$ cat config.mk
export PLATFORM = sky130hd
export DESIGN_NAME = mem_arbiter_flat
export DESIGN_NICKNAME = d
export VERILOG_FILES = /design/src/rtl/mem_arbiter_if.sv /design/src/rtl/mem_arbiter.sv /design/src/flat_wrapper.sv
export SDC_FILE = /design/constraint.sdc
export NUM_CORES = 1
export LEC_CHECK = 0
export CAP_MARGIN = 0
export CORE_AREA = 5 5 215 217
export DETAILED_ROUTE_END_ITERATION = 12
export DIE_AREA = 0 0 220 222
export SETUP_SLACK_MARGIN = 0.02
export SYNTH_ARGS = -nofsm -noshare
export SYNTH_HDL_FRONTEND = slang
export SYNTH_SLANG_ARGS = --single-unit
$ cat constraint.sdc
create_clock -name clk -period 4.45 [get_ports clk]
set_clock_uncertainty 0.15 [all_clocks]
set_input_delay 0.445 -clock clk [delete_from_list [all_inputs] [get_ports clk]]
set_output_delay 0.445 -clock clk [all_outputs]
set_load 0.005 [all_outputs]
$ cat src/rtl/mem_arbiter_if.sv
// Bundles the IFU fetch port, LSU data port and the shared RAM port of mem_arbiter.
// The arbiter takes the slave view; requesters and the RAM model drive the master view.
interface mem_arbiter_if;
    logic        ifu_req_valid;
    logic        ifu_req_ready;
    logic [63:0] ifu_addr;
    logic        ifu_rsp_valid;
    logic [31:0] ifu_rsp_data;
    logic        ifu_rsp_err;

    logic        lsu_req_valid;
    logic        lsu_req_ready;
    logic [63:0] lsu_addr;
    logic        lsu_wen;
    logic [63:0] lsu_wdata;
    logic [7:0]  lsu_wstrb;
    logic        lsu_rsp_valid;
    logic [63:0] lsu_rsp_rdata;
    logic        lsu_rsp_err;

    logic        ram_en;
    logic [63:0] ram_addr;
    logic        ram_wen;
    logic [63:0] ram_wdata;
    logic [63:0] ram_wmask;
    logic [63:0] ram_rdata;

    modport slave (
        input  ifu_req_valid, ifu_addr,
        output ifu_req_ready, ifu_rsp_valid, ifu_rsp_data, ifu_rsp_err,
        input  lsu_req_valid, lsu_addr, lsu_wen, lsu_wdata, lsu_wstrb,
        output lsu_req_ready, lsu_rsp_valid, lsu_rsp_rdata, lsu_rsp_err,
        output ram_en, ram_addr, ram_wen, ram_wdata, ram_wmask,
        input  ram_rdata
    );

    modport master (
        output ifu_req_valid, ifu_addr,
        input  ifu_req_ready, ifu_rsp_valid, ifu_rsp_data, ifu_rsp_err,
        output lsu_req_valid, lsu_addr, lsu_wen, lsu_wdata, lsu_wstrb,
        input  lsu_req_ready, lsu_rsp_valid, lsu_rsp_rdata, lsu_rsp_err,
        input  ram_en, ram_addr, ram_wen, ram_wdata, ram_wmask,
        output ram_rdata
    );
endinterface

$ cat src/rtl/mem_arbiter.sv
// Two-requester arbiter (IFU fetch, LSU data) onto one combinational-read RAM port.
// LSU has priority; IFU is forced through after STARVE_LIMIT consecutive LSU wins.
module mem_arbiter #(
    parameter logic [63:0] RAM_BASE     = 64'h0000_0000_8000_0000,
    parameter logic [63:0] RAM_BYTES    = 64'h0000_0000_0800_0000,
    parameter int unsigned STARVE_LIMIT = 4
) (
    input  logic          clk,
    input  logic          rst,
    mem_arbiter_if.slave  bus
);

    localparam logic [3:0] STARVE_MAX = 4'(STARVE_LIMIT);

    // Lower bound is checked first so the subtraction can never wrap into range.
    function automatic logic in_range(input logic [63:0] addr);
        return (addr >= RAM_BASE) && ((addr - RAM_BASE) < RAM_BYTES);
    endfunction

    function automatic logic [63:0] expand_strb(input logic [7:0] strb);
        logic [63:0] mask;
        mask = '0;
        for (int i = 0; i < 8; i++) begin
            mask[8*i +: 8] = {8{strb[i]}};
        end
        return mask;
    endfunction

    function automatic logic [31:0] sel_word(input logic [63:0] data, input logic hi);
        return hi ? data[63:32] : data[31:0];
    endfunction

    logic [3:0]  starve_cnt;
    logic        starve_hit_p0;
    logic        ifu_gnt_p0;
    logic        lsu_gnt_p0;
    logic        ifu_hit_p0;
    logic        lsu_hit_p0;

    logic        ifu_vld_p1;
    logic [31:0] ifu_data_p1;
    logic        ifu_err_p1;
    logic        lsu_vld_p1;
    logic [63:0] lsu_data_p1;
    logic        lsu_err_p1;

    // Stage p0: grant, address decode and RAM drive, all in the accept cycle
    assign starve_hit_p0 = (starve_cnt == STARVE_MAX);
    assign ifu_hit_p0    = in_range(bus.ifu_addr);
    assign lsu_hit_p0    = in_range(bus.lsu_addr);

    always_comb begin
        ifu_gnt_p0 = 1'b0;
        lsu_gnt_p0 = 1'b0;
        if (!rst) begin
            if (bus.lsu_req_valid && !(bus.ifu_req_valid && starve_hit_p0)) begin
                lsu_gnt_p0 = 1'b1;
            end else if (bus.ifu_req_valid) begin
                ifu_gnt_p0 = 1'b1;
            end
        end
    end

    assign bus.ifu_req_ready = ifu_gnt_p0;
    assign bus.lsu_req_ready = lsu_gnt_p0;

    always_comb begin
        bus.ram_en    = 1'b0;
        bus.ram_addr  = '0;
        bus.ram_wen   = 1'b0;
        bus.ram_wdata = '0;
        bus.ram_wmask = '0;
        if (lsu_gnt_p0) begin
            bus.ram_en    = lsu_hit_p0;
            bus.ram_addr  = bus.lsu_addr;
            bus.ram_wen   = bus.lsu_wen && lsu_hit_p0;
            bus.ram_wdata = bus.lsu_wdata;
            bus.ram_wmask = bus.lsu_wen ? expand_strb(bus.lsu_wstrb) : 64'h0;
        end else if (ifu_gnt_p0) begin
            bus.ram_en    = ifu_hit_p0;
            bus.ram_addr  = bus.ifu_addr;
        end
    end

    // Starvation counter tracks LSU wins only while IFU is actually waiting
    always_ff @(posedge clk) begin
        if (rst) begin
            starve_cnt <= '0;
        end else if (!bus.ifu_req_valid || ifu_gnt_p0) begin
            starve_cnt <= '0;
        end else if (lsu_gnt_p0 && !starve_hit_p0) begin
            starve_cnt <= starve_cnt + 4'd1;
        end
    end

    // Stage p1: registered responses, one cycle after accept
    always_ff @(posedge clk) begin
        if (rst) begin
            ifu_vld_p1  <= 1'b0;
            ifu_data_p1 <= '0;
            ifu_err_p1  <= 1'b0;
        end else begin
            ifu_vld_p1 <= ifu_gnt_p0;
            if (ifu_gnt_p0) begin
                ifu_data_p1 <= ifu_hit_p0 ? sel_word(bus.ram_rdata, bus.ifu_addr[2]) : 32'h0;
                ifu_err_p1  <= !ifu_hit_p0;
            end
        end
    end

    always_ff @(posedge clk) begin
        if (rst) begin
            lsu_vld_p1  <= 1'b0;
            lsu_data_p1 <= '0;
            lsu_err_p1  <= 1'b0;
        end else begin
            lsu_vld_p1 <= lsu_gnt_p0;
            if (lsu_gnt_p0) begin
                lsu_data_p1 <= (lsu_hit_p0 && !bus.lsu_wen) ? bus.ram_rdata : 64'h0;
                lsu_err_p1  <= !lsu_hit_p0;
            end
        end
    end

    assign bus.ifu_rsp_valid = ifu_vld_p1;
    assign bus.ifu_rsp_data  = ifu_data_p1;
    assign bus.ifu_rsp_err   = ifu_err_p1;
    assign bus.lsu_rsp_valid = lsu_vld_p1;
    assign bus.lsu_rsp_rdata = lsu_data_p1;
    assign bus.lsu_rsp_err   = lsu_err_p1;

endmodule

$ cat src/flat_wrapper.sv
// flat-port wrapper written by rule: the top's interface ports become plain ports
module mem_arbiter_flat 
#(
    parameter logic [63:0] RAM_BASE     = 64'h0000_0000_8000_0000,
    parameter logic [63:0] RAM_BYTES    = 64'h0000_0000_0800_0000,
    parameter int unsigned STARVE_LIMIT = 4
)
  (clk, rst, bus_ifu_req_valid, bus_ifu_addr, bus_ifu_req_ready, bus_ifu_rsp_valid, bus_ifu_rsp_data, bus_ifu_rsp_err, bus_lsu_req_valid, bus_lsu_addr, bus_lsu_wen, bus_lsu_wdata, bus_lsu_wstrb, bus_lsu_req_ready, bus_lsu_rsp_valid, bus_lsu_rsp_rdata, bus_lsu_rsp_err, bus_ram_en, bus_ram_addr, bus_ram_wen, bus_ram_wdata, bus_ram_wmask, bus_ram_rdata);
  mem_arbiter_if bus_i ();
  input  logic clk;
  input  logic rst;
  input wire logic [$bits(bus_i.ifu_req_valid)-1:0] bus_ifu_req_valid;
  input wire logic [$bits(bus_i.ifu_addr)-1:0] bus_ifu_addr;
  output wire logic [$bits(bus_i.ifu_req_ready)-1:0] bus_ifu_req_ready;
  output wire logic [$bits(bus_i.ifu_rsp_valid)-1:0] bus_ifu_rsp_valid;
  output wire logic [$bits(bus_i.ifu_rsp_data)-1:0] bus_ifu_rsp_data;
  output wire logic [$bits(bus_i.ifu_rsp_err)-1:0] bus_ifu_rsp_err;
  input wire logic [$bits(bus_i.lsu_req_valid)-1:0] bus_lsu_req_valid;
  input wire logic [$bits(bus_i.lsu_addr)-1:0] bus_lsu_addr;
  input wire logic [$bits(bus_i.lsu_wen)-1:0] bus_lsu_wen;
  input wire logic [$bits(bus_i.lsu_wdata)-1:0] bus_lsu_wdata;
  input wire logic [$bits(bus_i.lsu_wstrb)-1:0] bus_lsu_wstrb;
  output wire logic [$bits(bus_i.lsu_req_ready)-1:0] bus_lsu_req_ready;
  output wire logic [$bits(bus_i.lsu_rsp_valid)-1:0] bus_lsu_rsp_valid;
  output wire logic [$bits(bus_i.lsu_rsp_rdata)-1:0] bus_lsu_rsp_rdata;
  output wire logic [$bits(bus_i.lsu_rsp_err)-1:0] bus_lsu_rsp_err;
  output wire logic [$bits(bus_i.ram_en)-1:0] bus_ram_en;
  output wire logic [$bits(bus_i.ram_addr)-1:0] bus_ram_addr;
  output wire logic [$bits(bus_i.ram_wen)-1:0] bus_ram_wen;
  output wire logic [$bits(bus_i.ram_wdata)-1:0] bus_ram_wdata;
  output wire logic [$bits(bus_i.ram_wmask)-1:0] bus_ram_wmask;
  input wire logic [$bits(bus_i.ram_rdata)-1:0] bus_ram_rdata;
  assign bus_i.ifu_req_valid = bus_ifu_req_valid;
  assign bus_i.ifu_addr = bus_ifu_addr;
  assign bus_ifu_req_ready = bus_i.ifu_req_ready;
  assign bus_ifu_rsp_valid = bus_i.ifu_rsp_valid;
  assign bus_ifu_rsp_data = bus_i.ifu_rsp_data;
  assign bus_ifu_rsp_err = bus_i.ifu_rsp_err;
  assign bus_i.lsu_req_valid = bus_lsu_req_valid;
  assign bus_i.lsu_addr = bus_lsu_addr;
  assign bus_i.lsu_wen = bus_lsu_wen;
  assign bus_i.lsu_wdata = bus_lsu_wdata;
  assign bus_i.lsu_wstrb = bus_lsu_wstrb;
  assign bus_lsu_req_ready = bus_i.lsu_req_ready;
  assign bus_lsu_rsp_valid = bus_i.lsu_rsp_valid;
  assign bus_lsu_rsp_rdata = bus_i.lsu_rsp_rdata;
  assign bus_lsu_rsp_err = bus_i.lsu_rsp_err;
  assign bus_ram_en = bus_i.ram_en;
  assign bus_ram_addr = bus_i.ram_addr;
  assign bus_ram_wen = bus_i.ram_wen;
  assign bus_ram_wdata = bus_i.ram_wdata;
  assign bus_ram_wmask = bus_i.ram_wmask;
  assign bus_i.ram_rdata = bus_ram_rdata;
  mem_arbiter #(.RAM_BASE(RAM_BASE), .RAM_BYTES(RAM_BYTES), .STARVE_LIMIT(STARVE_LIMIT)) u_core (.clk(clk), .rst(rst), .bus(bus_i));
endmodule
==> summary.txt, run 1 <==
Clock network
  – Num CTS Buffers: 9
  – Post-CTS Hold Fix Bufs: 0
  – Skew-Pair Late Insertion Delay: 0.35 ns
  – Clk pin slew, worst setup/hold paths: 0.07 ns
  – Post-CTS Setup Repair Bufs: 0
  – Clock sinks: 104
  – CTS H-tree depth: 3
  – TritonCTS clock tree: done
  – CTS Root Cell: clkbuf_16
  – Clk buf depth: 2

Setup path
  – CP cell instances: clkdlybuf4s50_1 -> or4_1 -> nor4_1 -> buf_4 -> a21boi_0 -> nor3_1 -> nand4_1 -> nor4_2 -> buf_4 -> clkdlybuf4s50_1
  – Critical Path AT: 3.64 ns
  – CP Capture Type: output port
  – CP required: 3.86 ns
  – CP Max Fanout: 6
  – WS Path Type: input port to output port
  – CP Launch Type: input port
  – Max stage delay cell, worst path: or4_1
  – Worst path max stage delay: 0.61 ns

STA
  – Peak Freq: 0.236 GHz
  – Number of max-slew violations in the final report: 0
  – Slew HR: 0.263
  – RSZ-0062 raised after global routing: false
  – Setup TNS: 0 ns
  – Post-layout minimum cycle time: 4.24 ns
  – Setup-failing EPs final: 0
  – Tcrit/Tclk final: 0.953
  – Hold Fails Final Rpt: 0
  – Worst-Margin Slew: 1.10 ns

Layout
  – Finished Cell Area: 13200 sq um
  – Inserted Diodes: 0
  – Ratio of cells with drive above 1 in the final layout: 0.0871
  – Synthesis-to-finish area growth: 93.7%
  – # nets final: 1600

Synthesis
  – Share of the synthesized area in the top cell type: 0.304
  – Mapped Avg Cell Area: 8.16 sq um
  – Top cells by area, synth: dfxtp_1, nand2_1, o31ai_2, a22o_1, buf_4
  – Syn nets: 1111
  – Compound-cell area share of the yosys netlist: 0.262
  – Adder-cell area share of the yosys netlist: 0.00732
  – Post-synthesis simple-gate area fraction: 0.262
  – Netlist cell types: 62
  – Largest family of logic cells by synthesized area: simple AND/OR/NAND/NOR gates
  – Number of synthesized register bits: 104
  – Asr flop ratio synth: 0
  – Multiplexer share of the synthesized area: 0.0468
  – Synthesis Warnings: 0
  – Number of synthesized flops with an enable pin: 0
  – Yosys top cell by area: dfxtp_1
  – XOR/XNOR share of the synthesized area: 0.00640
  – Sequential area share after synthesis: 0.304
  – Syn Inst Count: 838
  – Mapped cell area: 6840 sq um
  – Dominant synthesized flop cell: dfxtp_1

Drt
  – Via count of the routed design: 8291
  – Post-route DRC: 0
  – Detailed Route WL: 37.6 mm
  – Avg WL per Cell: 19.6 um
  – Via density: 4.31
  – Post-DRT Antenna Nets: 0
  – Drt pass-1 iters: 5
  – Initial DRC count: 503

Placed design
  – GP Congestion: 0.878
  – Post-DP HPWL: 30.9 mm
  – Area post-placement: 12900 sq um
  – PortBufs: 564

Die
  – Placeable core area: 43900 sq um
  – Die Ht: 222 um
  – # IOs: 565
  – Die span in x: 220 um
  – Starting Density: 0.156
  – Die area: 48800 sq um
  – FP Rows: 77

Global routing
  – Vias in the first global route: 8299
  – Total GRT Usage: 0.144
  – First-pass GRT wire length: 54.1 mm
  – Grt total ovfl: 0
  – Initial antenna violation count: 2
  – Largest net degree at the start of global routing: 86

Min path
  – Hold Path Class: flip-flop to flip-flop

Power
  – Lkg Pwr: 4.64 nW
  – VDD IR max: 0.000152 V
  – PD cells: 186 nW/um^2

Run status
  – Status: finished, final reports clean

Job
  – Max-cap check violation count: 0
## placed cells by master, fill, tap and decap left out, types with 3 or more instances in the layout
cell / n
o21ai_0: 38
nand2_1: 172
ha_1: 3
a21boi_0: 3
clkdlybuf4s50_1: 560
nor4_1: 13
nand4b_1: 3
inv_1: 12
or3_1: 3
xnor2_1: 3
nor4_2: 3
a21oi_1: 4
or4_1: 10
nor3_1: 11
dfxtp_1: 104
nor4b_1: 4
o31ai_1: 14
mux2i_1: 32
nand3_1: 6
and3_1: 9
nor2_1: 25
a22o_1: 63
clkbuf_16: 9
nand3b_1: 4
buf_12: 5
and2_1: 64
buf_4: 28
dlymetal6s2s_1: 3
o31ai_2: 50
nand4_1: 10
a211oi_1: 3
## area by class of cell
type                       count  area (sq um)
fill                        4708         30700
timing repair buffer         597          5960
multi-input combinational    603          4120
sequential                   104          2080
tap                          592           741
clock buffer                  11           243
clock inverter                 5          65.1
inverter                      12          45.0
## path summary, 6_finish.rpt
path                                                  from                                  endpoint  slack (ns)  cells past startpoint
setup / recovery                          bus_lsu_addr[33]                               bus_ram_wen        0.21                     10
hold reg to reg   u_core.bus.ifu_rsp_data[24]$_SDFFE_PP0P_  u_core.bus.ifu_rsp_data[24]$_SDFFE_PP0P_        0.31                      2
setup reg to reg         u_core.starve_cnt[0]$_SDFFE_PP0P_  u_core.bus.lsu_rsp_rdata[2]$_SDFFE_PP0P_        1.36                     10
hold / removal    u_core.bus.ifu_rsp_data[24]$_SDFFE_PP0P_  u_core.bus.ifu_rsp_data[24]$_SDFFE_PP0P_        0.31                      2
## power breakdown
part / internal (W) / switching [W] / total, W
logic: 0.000423 / 0.000283 / 0.000706
clock network: 0.000457 / 0.000373 / 0.000830
registers: 0.000932 / 0.00000137 / 0.000934
total: 0.00181 / 0.000657 / 0.00247
## routing by layer
layer	up-vias	GRT usage	wire [um]
met4	0	0.0292	606
met5	-	0	0
li1	3941	-	-
met3	26	0.0333	2770
met2	395	0.263	19300
met1	3929	0.171	14900
## synthesized netlist by cell type (3+ instances only)
cell      instances
a211oi_1          4
a21boi_0          3
a21oi_1           6
a22o_1           63
and2_1           64
and3_1            9
buf_2             6
buf_4            57
buf_6             6
clkbuf_1         48
dfxtp_1         104
ha_1              4
inv_1            12
mux2i_1          32
nand2_1         172
nand3_1           6
nand3b_1          4
nand4_1          10
nand4b_1          3
nor2_1           27
nor3_1           11
nor4_1           16
nor4b_1           5
o21ai_0          39
o31ai_1          14
o31ai_2          50
or3_1             3
or4_1            10
xnor2_1           3
## registers in the layout, indices dropped and copies added (netlist names)
register and count:
u_core.bus.lsu_rsp_err 1, u_core.starve_cnt 4, u_core.bus.ifu_rsp_err 1, u_core.bus.ifu_rsp_valid 1, u_core.bus.lsu_rsp_valid 1, u_core.bus.lsu_rsp_rdata 64
u_core.bus.ifu_rsp_data 32
## critical path, delay by kind of cell
kind            cells  cell delay (ns)
compound gates      1             0.11
buf+inv             4             1.43
simple gates        5             1.66
## cell families after synthesis
| group | count (synthesis) |
|---|---|
| simple gates | 357 |
| mux | 32 |
| xor+xnor | 5 |
| fa+ha+maj | 4 |
| compound gates | 205 |
| flops | 104 |
| buf+inv | 131 |
## what timing repair did
| action | in CTS | in global routing |
|---|---|---|
| setup endpoints to repair | 1 | 2 |
| resized for setup | 1 | 10 |
| pin swaps | 0 | 2 |
## through the flow
stage          hold slack, ns   util  worst slack [ns]  cells  total power (W)
3_3_place_gp            0.285  0.293             0.137   1908          0.00166
5_1_grt                 0.332  0.302            0.0256   1924          0.00258
6_report                0.307  0.302             0.211   1924          0.00247
4_1_cts                 0.308  0.300            0.0935   1924          0.00251
2_1_floorplan           0.299      -              1.32    838          0.00116
3_5_place_dp            0.294  0.293            0.0459   1908          0.00166
(Power assumes the default switching activity.)
==> run 2: changes to the inputs <==
--- a/config.mk
+++ b/config.mk
@@ -9,6 +9,7 @@
 export CORE_AREA = 5 5 215 217
 export DETAILED_ROUTE_END_ITERATION = 12
 export DIE_AREA = 0 0 220 222
+export HOLD_SLACK_MARGIN = 0.03
 export SETUP_SLACK_MARGIN = 0.02
 export SYNTH_ARGS = -nofsm -noshare
 export SYNTH_HDL_FRONTEND = slang
==> results of run 2 <==
Same layout as run 1: the final DEF is identical, and so are final timing and power.
==> run 3: changes to the inputs <==
==> constraint.sdc (replaced) <==
create_clock -name clk -period 4.45 [get_ports clk]
set_clock_uncertainty 0.15 [all_clocks]
set_input_delay 0.89 -clock clk [delete_from_list [all_inputs] [get_ports clk]]
set_output_delay 0.89 -clock clk [all_outputs]
set_load 0.005 [all_outputs]
==> run 3 against run 2 <==
Compared with the run above:
- die area did not move
- maximum frequency fell by 2.0%
- final area rose by 8.4%
- first-iteration DRC count fell by 25%
- sequential power barely moved
- non-clock buffer count rose by 107
- register-to-register slack improved by 0.03 ns
- via count rose by 4.5%
- largest power group unchanged
==> summary.txt, run 3 (synthesized netlist as in run 1, its figures left out) <==
Run status
  – Status: finished, final reports clean (unchanged)

Power
  – Seq pwr share: 0.367 (was 0.378)
  – PD cells: 177 nW/um^2 (was 186 nW/um^2)
  – Switching Fraction: 0.274 (was 0.266)
  – Clock share of power: 0.326 (was 0.336)
  – Lkg Pwr: 5.33 nW (was 4.64 nW)
  – P_sw: 0.000699 W (was 0.000657 W)
  – Internal power: 0.00185 W (was 0.00181 W)
  – Combinational Power Share: 0.308 (was 0.286)
  – VDD IR max: 0.000154 V (was 0.000152 V)

Die
  – Starting Density: 0.156 (unchanged)
  – # IOs: 565 (unchanged)
  – FP Rows: 77 (unchanged)
  – Die Ht: 222 um (unchanged)
  – Die span in x: 220 um (unchanged)
  – Placeable core area: 43900 sq um (unchanged)
  – Die area: 48800 sq um (unchanged)

Clock network
  – Num CTS Buffers: 9 (unchanged)
  – Clk buf depth: 2 (unchanged)
  – CTS H-tree depth: 3 (unchanged)
  – Clk pin slew, worst setup/hold paths: 0.07 ns (about the same)
  – Clock sinks: 104 (unchanged)
  – TritonCTS clock tree: done (unchanged)
  – Post-CTS Hold Fix Bufs: 0 (unchanged)
  – Skew-Pair Late Insertion Delay: 0.35 ns (about the same)
  – CTS Root Cell: clkbuf_16 (unchanged)

STA
  – Hold Fails Final Rpt: 0 (unchanged)
  – Worst hold slack: 0.303 ns (was 0.307 ns)
  – RSZ-0062 raised after global routing: false (unchanged)
  – Worst-Margin Slew: 1.05 ns (was 1.10 ns)
  – Post-layout minimum cycle time: 4.32 ns (was 4.24 ns)
  – Worst setup margin: 0.126 ns (was 0.211 ns)
  – Setup TNS: 0 ns (unchanged)
  – Peak Freq: 0.231 GHz (was 0.236 GHz)
  – Tcrit/Tclk final: 0.972 (was 0.953)
  – Number of max-slew violations in the final report: 0 (unchanged)
  – Setup-failing EPs final: 0 (unchanged)
  – Slew HR: 0.301 (was 0.263)

Layout
  – Inserted Diodes: 0 (unchanged)
  – Ratio of cells with drive above 1 in the final layout: 0.188 (was 0.0871)
  – # nets final: 1707 (was 1600)
  – Non-filler cells, final: 2031 (was 1924)
  – Max reg flops: 64 (unchanged)
  – Fillers: 4618 (was 4708)
  – Synthesis-to-finish area growth: 110% (was 93.7%)
  – Commonest non-fill, non-tap cell in the layout: clkdlybuf4s50_1 (unchanged)
  – Most frequent cells in the layout: clkdlybuf4s50_1, nand2_1, buf_4 (was clkdlybuf4s50_1, nand2_1, dfxtp_1)

Drt
  – Via density: 4.27 (was 4.31)
  – Initial DRC count: 378 (was 503)
  – Via count of the routed design: 8664 (was 8291)
  – Post-route DRC: 0 (unchanged)
  – Avg WL per Cell: 19.8 um (was 19.6 um)
  – Post-DRT Antenna Nets: 0 (unchanged)
  – Detailed Route WL: 40.1 mm (was 37.6 mm)
  – Drt pass-1 iters: 4 (was 5)

Global routing
  – Vias in the first global route: 8971 (was 8299)
  – Largest net degree at the start of global routing: 100 (was 86)
  – Initial antenna violation count: 1 (was 2)
  – Total GRT Usage: 0.151 (was 0.144)
  – Grt total ovfl: 0 (unchanged)
  – First-pass GRT wire length: 56.7 mm (was 54.1 mm)

Setup path
  – Worst reg2reg path depth: 12 (was 10)
  – WS Path Type: input port to output port (unchanged)
  – CP Launch Type: input port (unchanged)
  – Critical Path AT: 3.28 ns (was 3.64 ns)
  – Worst R2R Setup Slack: 1.39 ns (was 1.36 ns)
  – CP Capture Type: output port (unchanged)
  – CP required: 3.41 ns (was 3.86 ns)
  – CP Max Fanout: 2 (was 6)

Placed design
  – GP Congestion: 0.882 (was 0.878)
  – PortBufs: 564 (unchanged)
  – Post-DP HPWL: 31.9 mm (was 30.9 mm)
  – Dpl cells: 1985 (was 1908)
  – Place WS: -0.990 ns (was 0.0459 ns)

Job
  – Max-cap check violation count: 0 (unchanged)

Min path
  – Hold Path Class: flip-flop to flip-flop (unchanged)
  – Cell depth of the worst hold path: 2 (unchanged)
run 3: cell types whose count changed in the layout (fill, tap and decap cells not counted), sizes merged:
cell and delta:
clkbuf +2, clkdlybuf4s50 -27, clkinv +2, buf +109, dlygate4sd2 +10, dlymetal6s2s +4, clkdlybuf4s15 +7, inv +1
clkinvlp -1
run 3: what timing repair did:
item	4_1_cts	5_1_grt
hold endpoints to repair	0	0
gates cloned	0	3
pin swaps	17	28
gates resized for setup	72	56
endpoints found under the setup margin	42	130
buffers inserted	21	6
run 3: final cells by class:
type / instances / area [sq um] / share of cell area
repair buffers: 704 / 6790 / 0.473
clock inverters: 7 / 80.1 / 0.00558
well taps: 592 / 741 / 0.0516
inverters: 12 / 45.0 / 0.00314
flip-flops and latches: 104 / 2080 / 0.145
clock buffers: 9 / 225 / 0.0157
multi-input cells: 603 / 4400 / 0.306
run 3: layer usage:
layer / vias up / routed length, um / track usage
met1: 4112 / 15600 / 0.174
met4: 0 / 878 / 0.0378
met2: 365 / 20800 / 0.280
met3: 38 / 2890 / 0.0333
li1: 4149 / - / -
met5: - / 0 / 0
run 3: path summary, 6_finish.rpt:
check                                              endpoint                                     start
setup / recovery                                 bus_ram_en                          bus_lsu_addr[45]
hold / removal     u_core.bus.ifu_rsp_data[30]$_SDFFE_PP0P_  u_core.bus.ifu_rsp_data[30]$_SDFFE_PP0P_
setup reg to reg  u_core.bus.lsu_rsp_rdata[53]$_SDFFE_PP0P_         u_core.starve_cnt[0]$_SDFFE_PP0P_
hold reg to reg    u_core.bus.ifu_rsp_data[30]$_SDFFE_PP0P_  u_core.bus.ifu_rsp_data[30]$_SDFFE_PP0P_
run 3: stage by stage:
stage	utilization	power [W]	area (sq um)
after floorplan	-	0.00116	6840
after global placement	0.306	0.00170	13500
after detailed placement	0.306	0.00171	13500
after CTS	0.320	0.00257	14100
after global routing	0.327	0.00266	14400
final	0.327	0.00255	14400
run 3: critical path, stage by stage:
cell           delay (ns)
dlygate4sd2_1        0.25
or4_4                0.50
or2_4                0.25
o31a_1               0.33
nor3_2               0.17
nand4_1              0.20
buf_4                0.20
o32ai_4              0.26
buf_6                0.13
buf_4                0.10
run 3: power by group through the flow:
stage          Clock [W]  Sequential [W]  Combinational [W]
5_1_grt         0.000891        0.000934           0.000834
2_1_floorplan          0        0.000956           0.000207
4_1_cts         0.000859        0.000934           0.000775
3_3_place_gp           0        0.000955           0.000749
6_report        0.000829        0.000934           0.000784
3_5_place_dp           0        0.000956           0.000754
